$ cat config.mk
export PLATFORM = sky130hd
export DESIGN_NAME = leddc_tx
export DESIGN_NICKNAME = d
export VERILOG_FILES = /design/src/rtl/leddc_pkg.sv /design/src/rtl/leddc_tx_ser.sv /design/src/rtl/leddc_tx.sv
export SDC_FILE = /design/constraint.sdc
export NUM_CORES = 1
export LEC_CHECK = 0
export ABC_CLOCK_PERIOD_IN_PS = 3420
export CORE_MARGIN = 2
export CORE_UTILIZATION = 45
export DETAILED_ROUTE_END_ITERATION = 16
export DONT_BUFFER_PORTS = 1
export GPL_ROUTABILITY_DRIVEN = 0
export PLACE_DENSITY_LB_ADDON = 0.1
export SLEW_MARGIN = 10
export SYNTH_ARGS = -nofsm -noshare
export SYNTH_HDL_FRONTEND = slang
export SYNTH_SLANG_ARGS = --single-unit
$ cat constraint.sdc
create_clock -name DCK -period 3.42 [get_ports DCK]
set_input_delay 0.342 -clock DCK [delete_from_list [all_inputs] [get_ports DCK]]
set_output_delay 0.342 -clock DCK [all_outputs]
set_load 0.005 [all_outputs]
$ cat src/rtl/leddc_pkg.sv
// -----------------------------------------------------------------------------
// leddc_pkg
// Shared definitions for the LEDDC frame source:
//   - default geometry (pixel width, channels per row, rows per frame, gaps)
//   - FSM state encodings (IDLE, LOAD, SHIFT, GAP, VSYNC)
//   - cnt_w(): counter width helper used to size every counter
// No ports (package).
// -----------------------------------------------------------------------------
package leddc_pkg;

    // Default frame geometry
    localparam int PIX_W_D   = 16;
    localparam int CH_NUM_D  = 16;
    localparam int ROWS_D    = 16;
    localparam int GAP_CYC_D = 4;
    localparam int VS_LEN_D  = 2;

    // Width of a counter that holds 0..n-1 (never narrower than one bit)
    function automatic int cnt_w(input int n);
        return (n <= 1) ? 1 : $clog2(n);
    endfunction

    // Counter widths for the default geometry
    localparam int BIT_CNT_W = cnt_w(PIX_W_D);
    localparam int CH_CNT_W  = cnt_w(CH_NUM_D);
    localparam int ROW_CNT_W = cnt_w(ROWS_D);
    localparam int TMR_CNT_W = cnt_w((GAP_CYC_D > VS_LEN_D) ? GAP_CYC_D : VS_LEN_D);

    // FSM state encodings
    typedef logic [2:0] leddc_state_t;
    localparam leddc_state_t ST_IDLE  = 3'd0;
    localparam leddc_state_t ST_LOAD  = 3'd1;
    localparam leddc_state_t ST_SHIFT = 3'd2;
    localparam leddc_state_t ST_GAP   = 3'd3;
    localparam leddc_state_t ST_VSYNC = 3'd4;

endpackage

$ cat src/rtl/leddc_tx_ser.sv
// -----------------------------------------------------------------------------
// leddc_tx_ser
// PIX_W-bit MSB-first serializer with bit counter.
// Ports:
//   DCK        in   clock, all state updates on posedge
//   rst_n      in   synchronous active-low reset
//   load       in   capture din, bit counter to PIX_W-1
//   shift      in   shift left one bit, bit counter down by one
//   din        in   parallel word
//   msb        out  current serial bit (register output)
//   last       out  bit counter is 0: current bit is the word's LSB
//   next_last  out  bit counter is 1: the next cycle carries the LSB
// -----------------------------------------------------------------------------
module leddc_tx_ser
    import leddc_pkg::*;
#(
    parameter int PIX_W = PIX_W_D
) (
    input  logic             DCK,
    input  logic             rst_n,
    input  logic             load,
    input  logic             shift,
    input  logic [PIX_W-1:0] din,
    output logic             msb,
    output logic             last,
    output logic             next_last
);

    localparam int            BW       = cnt_w(PIX_W);
    localparam logic [BW-1:0] BIT_TOP  = BW'(PIX_W - 1);
    localparam logic [BW-1:0] BIT_ZERO = {BW{1'b0}};
    localparam logic [BW-1:0] BIT_ONE  = BW'(1'b1);

    logic [PIX_W-1:0] sh_r;
    logic [BW-1:0]    bit_r;

    // Shift register and bit counter; load wins over shift so a new word can
    // follow the last bit of the previous one without a hole. Shifting in
    // zeros leaves the register clear once a word has fully drained, which
    // keeps msb at 0 outside of SHIFT.
    always_ff @(posedge DCK) begin
        if (!rst_n) begin
            sh_r  <= {PIX_W{1'b0}};
            bit_r <= BIT_ZERO;
        end else if (load) begin
            sh_r  <= din;
            bit_r <= BIT_TOP;
        end else if (shift) begin
            sh_r  <= {sh_r[PIX_W-2:0], 1'b0};
            bit_r <= (bit_r == BIT_ZERO) ? BIT_ZERO : (bit_r - BIT_ONE);
        end else begin
            sh_r  <= sh_r;
            bit_r <= bit_r;
        end
    end

    assign msb       = sh_r[PIX_W-1];
    assign last      = (bit_r == BIT_ZERO);
    assign next_last = (bit_r == BIT_ONE);

endmodule

$ cat src/rtl/leddc_tx.sv
// -----------------------------------------------------------------------------
// leddc_tx
// Frame source for the LED display controller. Pulls PIX_W-bit gray values
// through a valid/ready handshake, serializes them MSB first on DAI with DEN
// marking every valid bit, idles GAP_CYC cycles between row bursts and ends
// each frame with a VS_LEN-cycle Vsync strobe followed by a one-cycle done.
// All outputs are registers.
//
// Optional build macro: LEDDC_TX_PATTERN_EN
//   adds input pat_sel (sampled with start). When set, each word is the
//   internal pattern {row_cnt, ch_cnt} zero-extended to PIX_W, pix_ready
//   stays 0 and LOAD never stalls.
//
// Ports:
//   DCK        in   clock
//   rst_n      in   synchronous active-low reset (aborts a frame)
//   start      in   one-cycle frame request, ignored unless idle
//   mode       in   frame depth select, sampled with start
//   pat_sel    in   pattern select (LEDDC_TX_PATTERN_EN builds only)
//   pix_data   in   pixel value
//   pix_valid  in   pix_data valid
//   pix_ready  out  accept; transfer on pix_valid && pix_ready
//   DAI        out  serial data, MSB first
//   DEN        out  high on cycles carrying a DAI bit
//   Vsync      out  frame-end strobe
//   MODE_O     out  mode latched at start
//   busy       out  frame in progress
//   done       out  one-cycle pulse when the frame finishes
// -----------------------------------------------------------------------------
module leddc_tx
    import leddc_pkg::*;
#(
    parameter int PIX_W   = PIX_W_D,
    parameter int CH_NUM  = CH_NUM_D,
    parameter int ROWS    = ROWS_D,
    parameter int GAP_CYC = GAP_CYC_D,
    parameter int VS_LEN  = VS_LEN_D
) (
    input  logic             DCK,
    input  logic             rst_n,
    input  logic             start,
    input  logic             mode,
`ifdef LEDDC_TX_PATTERN_EN
    input  logic             pat_sel,
`endif
    input  logic [PIX_W-1:0] pix_data,
    input  logic             pix_valid,
    output logic             pix_ready,
    output logic             DAI,
    output logic             DEN,
    output logic             Vsync,
    output logic             MODE_O,
    output logic             busy,
    output logic             done
);

    localparam int CW      = cnt_w(CH_NUM);
    localparam int RW      = cnt_w(ROWS);
    localparam int TMR_MAX = (GAP_CYC > VS_LEN) ? GAP_CYC : VS_LEN;
    localparam int TW      = cnt_w(TMR_MAX);

    localparam logic [CW-1:0] CH_LAST  = CW'(CH_NUM - 1);
    localparam logic [RW-1:0] ROW_LAST = RW'(ROWS - 1);
    localparam logic [TW-1:0] GAP_LAST = TW'(GAP_CYC - 1);
    localparam logic [TW-1:0] VS_LAST  = TW'(VS_LEN - 1);

    // Registers
    leddc_state_t  state_r;
    logic [CW-1:0] ch_r;
    logic [RW-1:0] row_r;
    logic [TW-1:0] tmr_r;
    logic          slot_r;     // a word may be taken this cycle
    logic          ready_r;
    logic          den_r;
    logic          vsync_r;
    logic          mode_r;
    logic          busy_r;
    logic          done_r;

    // Next-state / control signals
    leddc_state_t     state_s;
    logic [CW-1:0]    ch_s;
    logic [RW-1:0]    row_s;
    logic [TW-1:0]    tmr_s;
    logic             slot_s;
    logic             take_s;
    logic             load_s;
    logic             shift_s;
    logic             start_ok_s;
    logic             pat_s;
    logic             pat_nxt_s;
    logic [PIX_W-1:0] din_s;
    logic             ser_msb_s;
    logic             ser_last_s;
    logic             ser_next_last_s;

    // The done cycle is already IDLE, so start is masked there explicitly.
    assign start_ok_s = (state_r == ST_IDLE) && start && !done_r;

`ifdef LEDDC_TX_PATTERN_EN
    logic             pat_r;
    logic [PIX_W-1:0] pat_word_s;

    // Pattern select, latched together with mode at frame start
    always_ff @(posedge DCK) begin
        if (!rst_n) begin
            pat_r <= 1'b0;
        end else if (start_ok_s) begin
            pat_r <= pat_sel;
        end else begin
            pat_r <= pat_r;
        end
    end

    // Pattern word {row, channel}; ch_s is the index of the word being loaded
    // both in LOAD and on a back-to-back take at the last bit of SHIFT.
    always_comb begin
        pat_word_s                = {PIX_W{1'b0}};
        pat_word_s[CW+RW-1:0]     = {row_r, ch_s};
    end

    assign pat_s     = pat_r;
    assign pat_nxt_s = start_ok_s ? pat_sel : pat_r;
    assign din_s     = pat_r ? pat_word_s : pix_data;
`else
    assign pat_s     = 1'b0;
    assign pat_nxt_s = 1'b0;
    assign din_s     = pix_data;
`endif

    // In pattern mode every offered slot is taken without a handshake.
    assign take_s = slot_r && (pat_s || pix_valid);

    // Frame sequencing: next state, counters and serializer control
    always_comb begin
        state_s = state_r;
        ch_s    = ch_r;
        row_s   = row_r;
        tmr_s   = tmr_r;
        load_s  = 1'b0;
        shift_s = 1'b0;
        case (state_r)
            ST_IDLE: begin
                if (start_ok_s) begin
                    state_s = ST_LOAD;
                end else begin
                    state_s = ST_IDLE;
                end
            end
            ST_LOAD: begin
                if (take_s) begin
                    load_s  = 1'b1;
                    state_s = ST_SHIFT;
                end else begin
                    state_s = ST_LOAD;
                end
            end
            ST_SHIFT: begin
                shift_s = 1'b1;
                if (ser_last_s) begin
                    if (ch_r == CH_LAST) begin
                        ch_s  = {CW{1'b0}};
                        tmr_s = {TW{1'b0}};
                        if (row_r == ROW_LAST) begin
                            state_s = ST_VSYNC;
                        end else begin
                            state_s = ST_GAP;
                        end
                    end else begin
                        ch_s = ch_r + CW'(1'b1);
                        if (take_s) begin
                            load_s = 1'b1;
                        end else begin
                            state_s = ST_LOAD;
                        end
                    end
                end else begin
                    state_s = ST_SHIFT;
                end
            end
            ST_GAP: begin
                if (tmr_r == GAP_LAST) begin
                    tmr_s   = {TW{1'b0}};
                    row_s   = row_r + RW'(1'b1);
                    state_s = ST_LOAD;
                end else begin
                    tmr_s = tmr_r + TW'(1'b1);
                end
            end
            ST_VSYNC: begin
                if (tmr_r == VS_LAST) begin
                    tmr_s   = {TW{1'b0}};
                    row_s   = {RW{1'b0}};
                    state_s = ST_IDLE;
                end else begin
                    tmr_s = tmr_r + TW'(1'b1);
                end
            end
            default: begin
                state_s = ST_IDLE;
                ch_s    = {CW{1'b0}};
                row_s   = {RW{1'b0}};
                tmr_s   = {TW{1'b0}};
            end
        endcase
    end

    // A take slot is offered in LOAD and on the last bit of a word that still
    // has a successor in the same row (next_last marks the cycle before it).
    always_comb begin
        slot_s = 1'b0;
        if (state_s == ST_LOAD) begin
            slot_s = 1'b1;
        end else if ((state_r == ST_SHIFT) && ser_next_last_s && (ch_r != CH_LAST)) begin
            slot_s = 1'b1;
        end else begin
            slot_s = 1'b0;
        end
    end

    // FSM, counters and registered outputs
    always_ff @(posedge DCK) begin
        if (!rst_n) begin
            state_r <= ST_IDLE;
            ch_r    <= {CW{1'b0}};
            row_r   <= {RW{1'b0}};
            tmr_r   <= {TW{1'b0}};
            slot_r  <= 1'b0;
            ready_r <= 1'b0;
            den_r   <= 1'b0;
            vsync_r <= 1'b0;
            mode_r  <= 1'b0;
            busy_r  <= 1'b0;
            done_r  <= 1'b0;
        end else begin
            state_r <= state_s;
            ch_r    <= ch_s;
            row_r   <= row_s;
            tmr_r   <= tmr_s;
            slot_r  <= slot_s;
            ready_r <= slot_s && !pat_nxt_s;
            den_r   <= (state_s == ST_SHIFT);
            vsync_r <= (state_s == ST_VSYNC);
            mode_r  <= start_ok_s ? mode : mode_r;
            busy_r  <= (state_s != ST_IDLE);
            done_r  <= (state_r == ST_VSYNC) && (state_s == ST_IDLE);
        end
    end

    leddc_tx_ser #(
        .PIX_W (PIX_W)
    ) u_ser (
        .DCK       (DCK),
        .rst_n     (rst_n),
        .load      (load_s),
        .shift     (shift_s),
        .din       (din_s),
        .msb       (ser_msb_s),
        .last      (ser_last_s),
        .next_last (ser_next_last_s)
    );

    assign pix_ready = ready_r;
    assign DAI       = ser_msb_s;
    assign DEN       = den_r;
    assign Vsync     = vsync_r;
    assign MODE_O    = mode_r;
    assign busy      = busy_r;
    assign done      = done_r;

endmodule

==> flow_summary.ini <==
[min_path]
worst_hold_launch = rst_n
timing.hold.worst.class = in2reg
whs_path_depth = 1
hold_path_end = state_r[2]$_SDFF_PN0_

[worst_setup_path]
worstRegToRegCells = 4
ff2ff_setup_slack_ns = 0.92
timing_worst_setup_path_type = reg2reg
timing.critical_path.from_type = flop
reg2reg_to = u_ser.bit_r[2]$_SDFFE_PN0P_
crit_arrival_ns = 2.71
crit_path_max_fanout = 24
required_ns = 3.63
reg2reg_from = state_r[1]$_SDFF_PN0_
setup.worst_path.end_class = flop
worst_path_max_delay_cell = sky130_fd_sc_hd__or3b_1
critical_path.cell_chain = or3b_1 > or3_1 > or3b_1 > a31oi_1
cp_max_stage_delay_ns = 0.74
crit_path_frequent_cell = sky130_fd_sc_hd__or3b_1

[clocking]
cts_max_path_buffers = 2
tritoncts.num_buffers = 5
cts_hold_buffers = 0
clk-insertion-delay-late_ns = 0.29
clock_sinks = 39
path_clk_slew_ns = 0.08
post_cts.resized_instances = 0
clock_tree_from_tritoncts = yes
buffer_count_from_post_cts_setup_fixing = 0
ctsRootBufferMaster = sky130_fd_sc_hd__clkbuf_8
htreeDepth = 2

[cells_and_area]
layout.nets = 248
final_core_util_pct = 50.24
final_cells = 273
fin_area_mm2 = 0.002053
num_antenna_cells = 0
area_growth_syn_to_layout_pct = 5.463
post_route_cells_drive_above_1_share_pct = 6.278
num-fill-cells = 391

[timing]
setup_viol = 0
slew_limit_headroom_pct = 33.74
final_hold_viol_count = 0
final_critical_path_setup_slack_ns = 0.9249
max_freq_mhz = 400.8
clock_skew_ns = 0.007857
drv_slew = 0
finalSetupTns_ns = 0
setup_repair_after_global_routing_missed_its_margin = false
post-route-period-util_pct = 72.96
worst_hold_slack_ns = 0.1667
finalCriticalPeriod_ns = 2.495
worst_tran_pin_value_ns = 0.9928

[logic_synthesis]
synth_top_area_cell = sky130_fd_sc_hd__dfxtp_1
netlist_top_cells_count = sky130_fd_sc_hd__dfxtp_1 (39), sky130_fd_sc_hd__nand2_1 (35), sky130_fd_sc_hd__nor3_1 (17), sky130_fd_sc_hd__a311oi_1 (15), sky130_fd_sc_hd__clkbuf_1 (15)
syn_area_mm2 = 0.001947
synth.most_common_cell = sky130_fd_sc_hd__dfxtp_1
yosys_register_bits = 39
synthesized_netlist_cell_count = 232
count_of_flip_flops_with_a_built_in_enable_after_synthesis = 0
synth_seq_area_share_pct = 40.10
synth_area_leaders = sky130_fd_sc_hd__dfxtp_1 (40%), sky130_fd_sc_hd__a311oi_1 (6.7%), sky130_fd_sc_hd__nand2_1 (6.7%), sky130_fd_sc_hd__nor3_1 (4.4%), sky130_fd_sc_hd__ha_1 (3.2%)
synth-main-ff-cell = sky130_fd_sc_hd__dfxtp_1
ys_async_sr_fraction_pct = 0
syn-num-nets = 258
yosys_warnings = 0
synth.lib_cells_used.distinct = 43
syn_area_per_cell_um2 = 8.392
synthDominantCellAreaShare_pct = 40.10

[global_routing]
grt_first_pass_wirelength_um = 7610
pin_count_of_the_biggest_net_entering_global_routing = 32
gr-max-usage-layer = met2
grt_util_all_layers_pct = 19.08
grt.met1_usage_pct = 26.64
groute.layer.met2.usage_pct = 27.83
number_of_global_route_vias_before_repair = 1609
antenna_violations_before_repair = 0
grtUsageMet3_pct = 5.233
grt-ovfl-total = 0

[power_and_ir_drop]
clock_power_share_pct = 41.4
pwr-share-comb_pct = 8.2
power.switching_mw = 0.2294
total_leakage_power_nw = 0.6676
p_per_area_mw_per_mm2 = 468.8
power.ir.vdd_worst_mv = 0.3378
intPower_mw = 0.7332
swShare_pct = 23.83
power_frac_seq_pct = 50.4
p_total_mw = 0.9626

[drt]
remaining_drc_errors = 0
vias_per_cell = 6.190
detail_route.first_pass.iterations = 4
drt_iter0_drc = 126
detail-route-antenna-nets = 0
wirelength_um = 4316
detailroute.via_count = 1690
routed_wire_length_per_instance_um = 15.81

[placed_design]
place_worst_setup_slack_ns = 0.9488
place.port_buffers = 0
placement.cell_area_mm2 = 0.001936
place.detailed.hpwl_um = 2925
place_inst = 265

[floorplanning]
starting_density_of_the_core_pct = 47.64
num_rows = 23
die_w_um = 69.78
core_area_mm2 = 0.004086
floorplan.die_area_mm2 = 0.004869
die_h_um = 69.78
io-pin-count = 28

[flow_run]
max_cap_violations = 0

[run_status]
outcome = finished, final reports clean
-- power groups by stage --
| stage | clock network (mW) | logic [mW] | registers [mW] |
|---|---|---|---|
| floorplan | 0 | 0.0722 | 0.488 |
| global placement | 0 | 0.0768 | 0.495 |
| detailed placement | 0 | 0.0785 | 0.495 |
| CTS | 0.402 | 0.0785 | 0.485 |
| global route | 0.424 | 0.0889 | 0.488 |
| finish | 0.398 | 0.0790 | 0.485 |
-- layer usage --
layer  part of all wire [%]  vias up  routed length, µm
met1                     49      792               2118
met4                    1.8        0                 76
met2                     42       63               1828
met5                      0        -                  0
met3                    6.8        9                292
li1                       -      826                  -
-- kinds of logic (layout without fill, tap and decap cells) --
| family | after synthesis | after routing | synth area share, % |
|---|---|---|---|
| AND/OR/NAND/NOR | 99 | 99 | 26.41 |
| AO/OA/AOI/OAI | 59 | 59 | 22.56 |
| flip-flops | 39 | 39 | 40.10 |
| buffers and inverters | 27 | 18 | 6.169 |
| adder cells (fa/ha/maj) | 5 | 5 | 3.213 |
| multiplexers | 3 | 3 | 1.542 |
-- cell usage in the layout (no fill, tap or decap), drive strengths merged, types with 3 or more instances in the layout --
cell    instances
o21ai           7
nand3           4
nand2          35
nor4            3
clkbuf          6
o32ai           3
a21oi          12
ha              5
nand3b          3
nand2b          3
mux2i           3
nor2           11
and2            4
or3             5
dfxtp          39
a31oi           4
or3b            3
a211oi          4
inv             9
a311oi         15
nor3           17
-- layout make-up --
| type | instances | area [µm²] | area share [%] |
|---|---|---|---|
| repair buffers | 1 | 7.507 | 0.3656 |
| clock buffers | 6 | 82.58 | 4.022 |
| flip-flops and latches | 39 | 780.7 | 38.03 |
| multi-input cells | 166 | 1051 | 51.19 |
| well taps | 50 | 62.56 | 3.047 |
| clock inverters | 2 | 35.03 | 1.706 |
| inverters | 9 | 33.78 | 1.645 |
-- worst max-delay path: cells and delay by family (launching register included) --
family	cells	cell delay, ns
compound gates	1	0.15
flops	1	0.69
simple gates	3	1.57
-- worst max path at each step --
stage | end | startpoint
2_1_floorplan | u_ser.bit_r[2]$_SDFFE_PN0P_ | state_r[1]$_SDFF_PN0_
3_3_place_gp | u_ser.bit_r[2]$_SDFFE_PN0P_ | state_r[1]$_SDFF_PN0_
3_5_place_dp | u_ser.bit_r[2]$_SDFFE_PN0P_ | state_r[1]$_SDFF_PN0_
4_1_cts | u_ser.bit_r[2]$_SDFFE_PN0P_ | state_r[1]$_SDFF_PN0_
5_1_grt | u_ser.bit_r[2]$_SDFFE_PN0P_ | state_r[1]$_SDFF_PN0_
6_report | u_ser.bit_r[2]$_SDFFE_PN0P_ | state_r[1]$_SDFF_PN0_
-- sequential cells by signal, indices dropped and copies added, names as in the netlist --
signal	flops
u_ser.sh_r	16
ch_r	4
row_r	4
u_ser.bit_r	4
state_r	3
tmr_r	2
DEN	1
MODE_O	1
Vsync	1
busy	1
done	1
pix_ready	1
No activity file was read; power rests on OpenSTA's default activity.
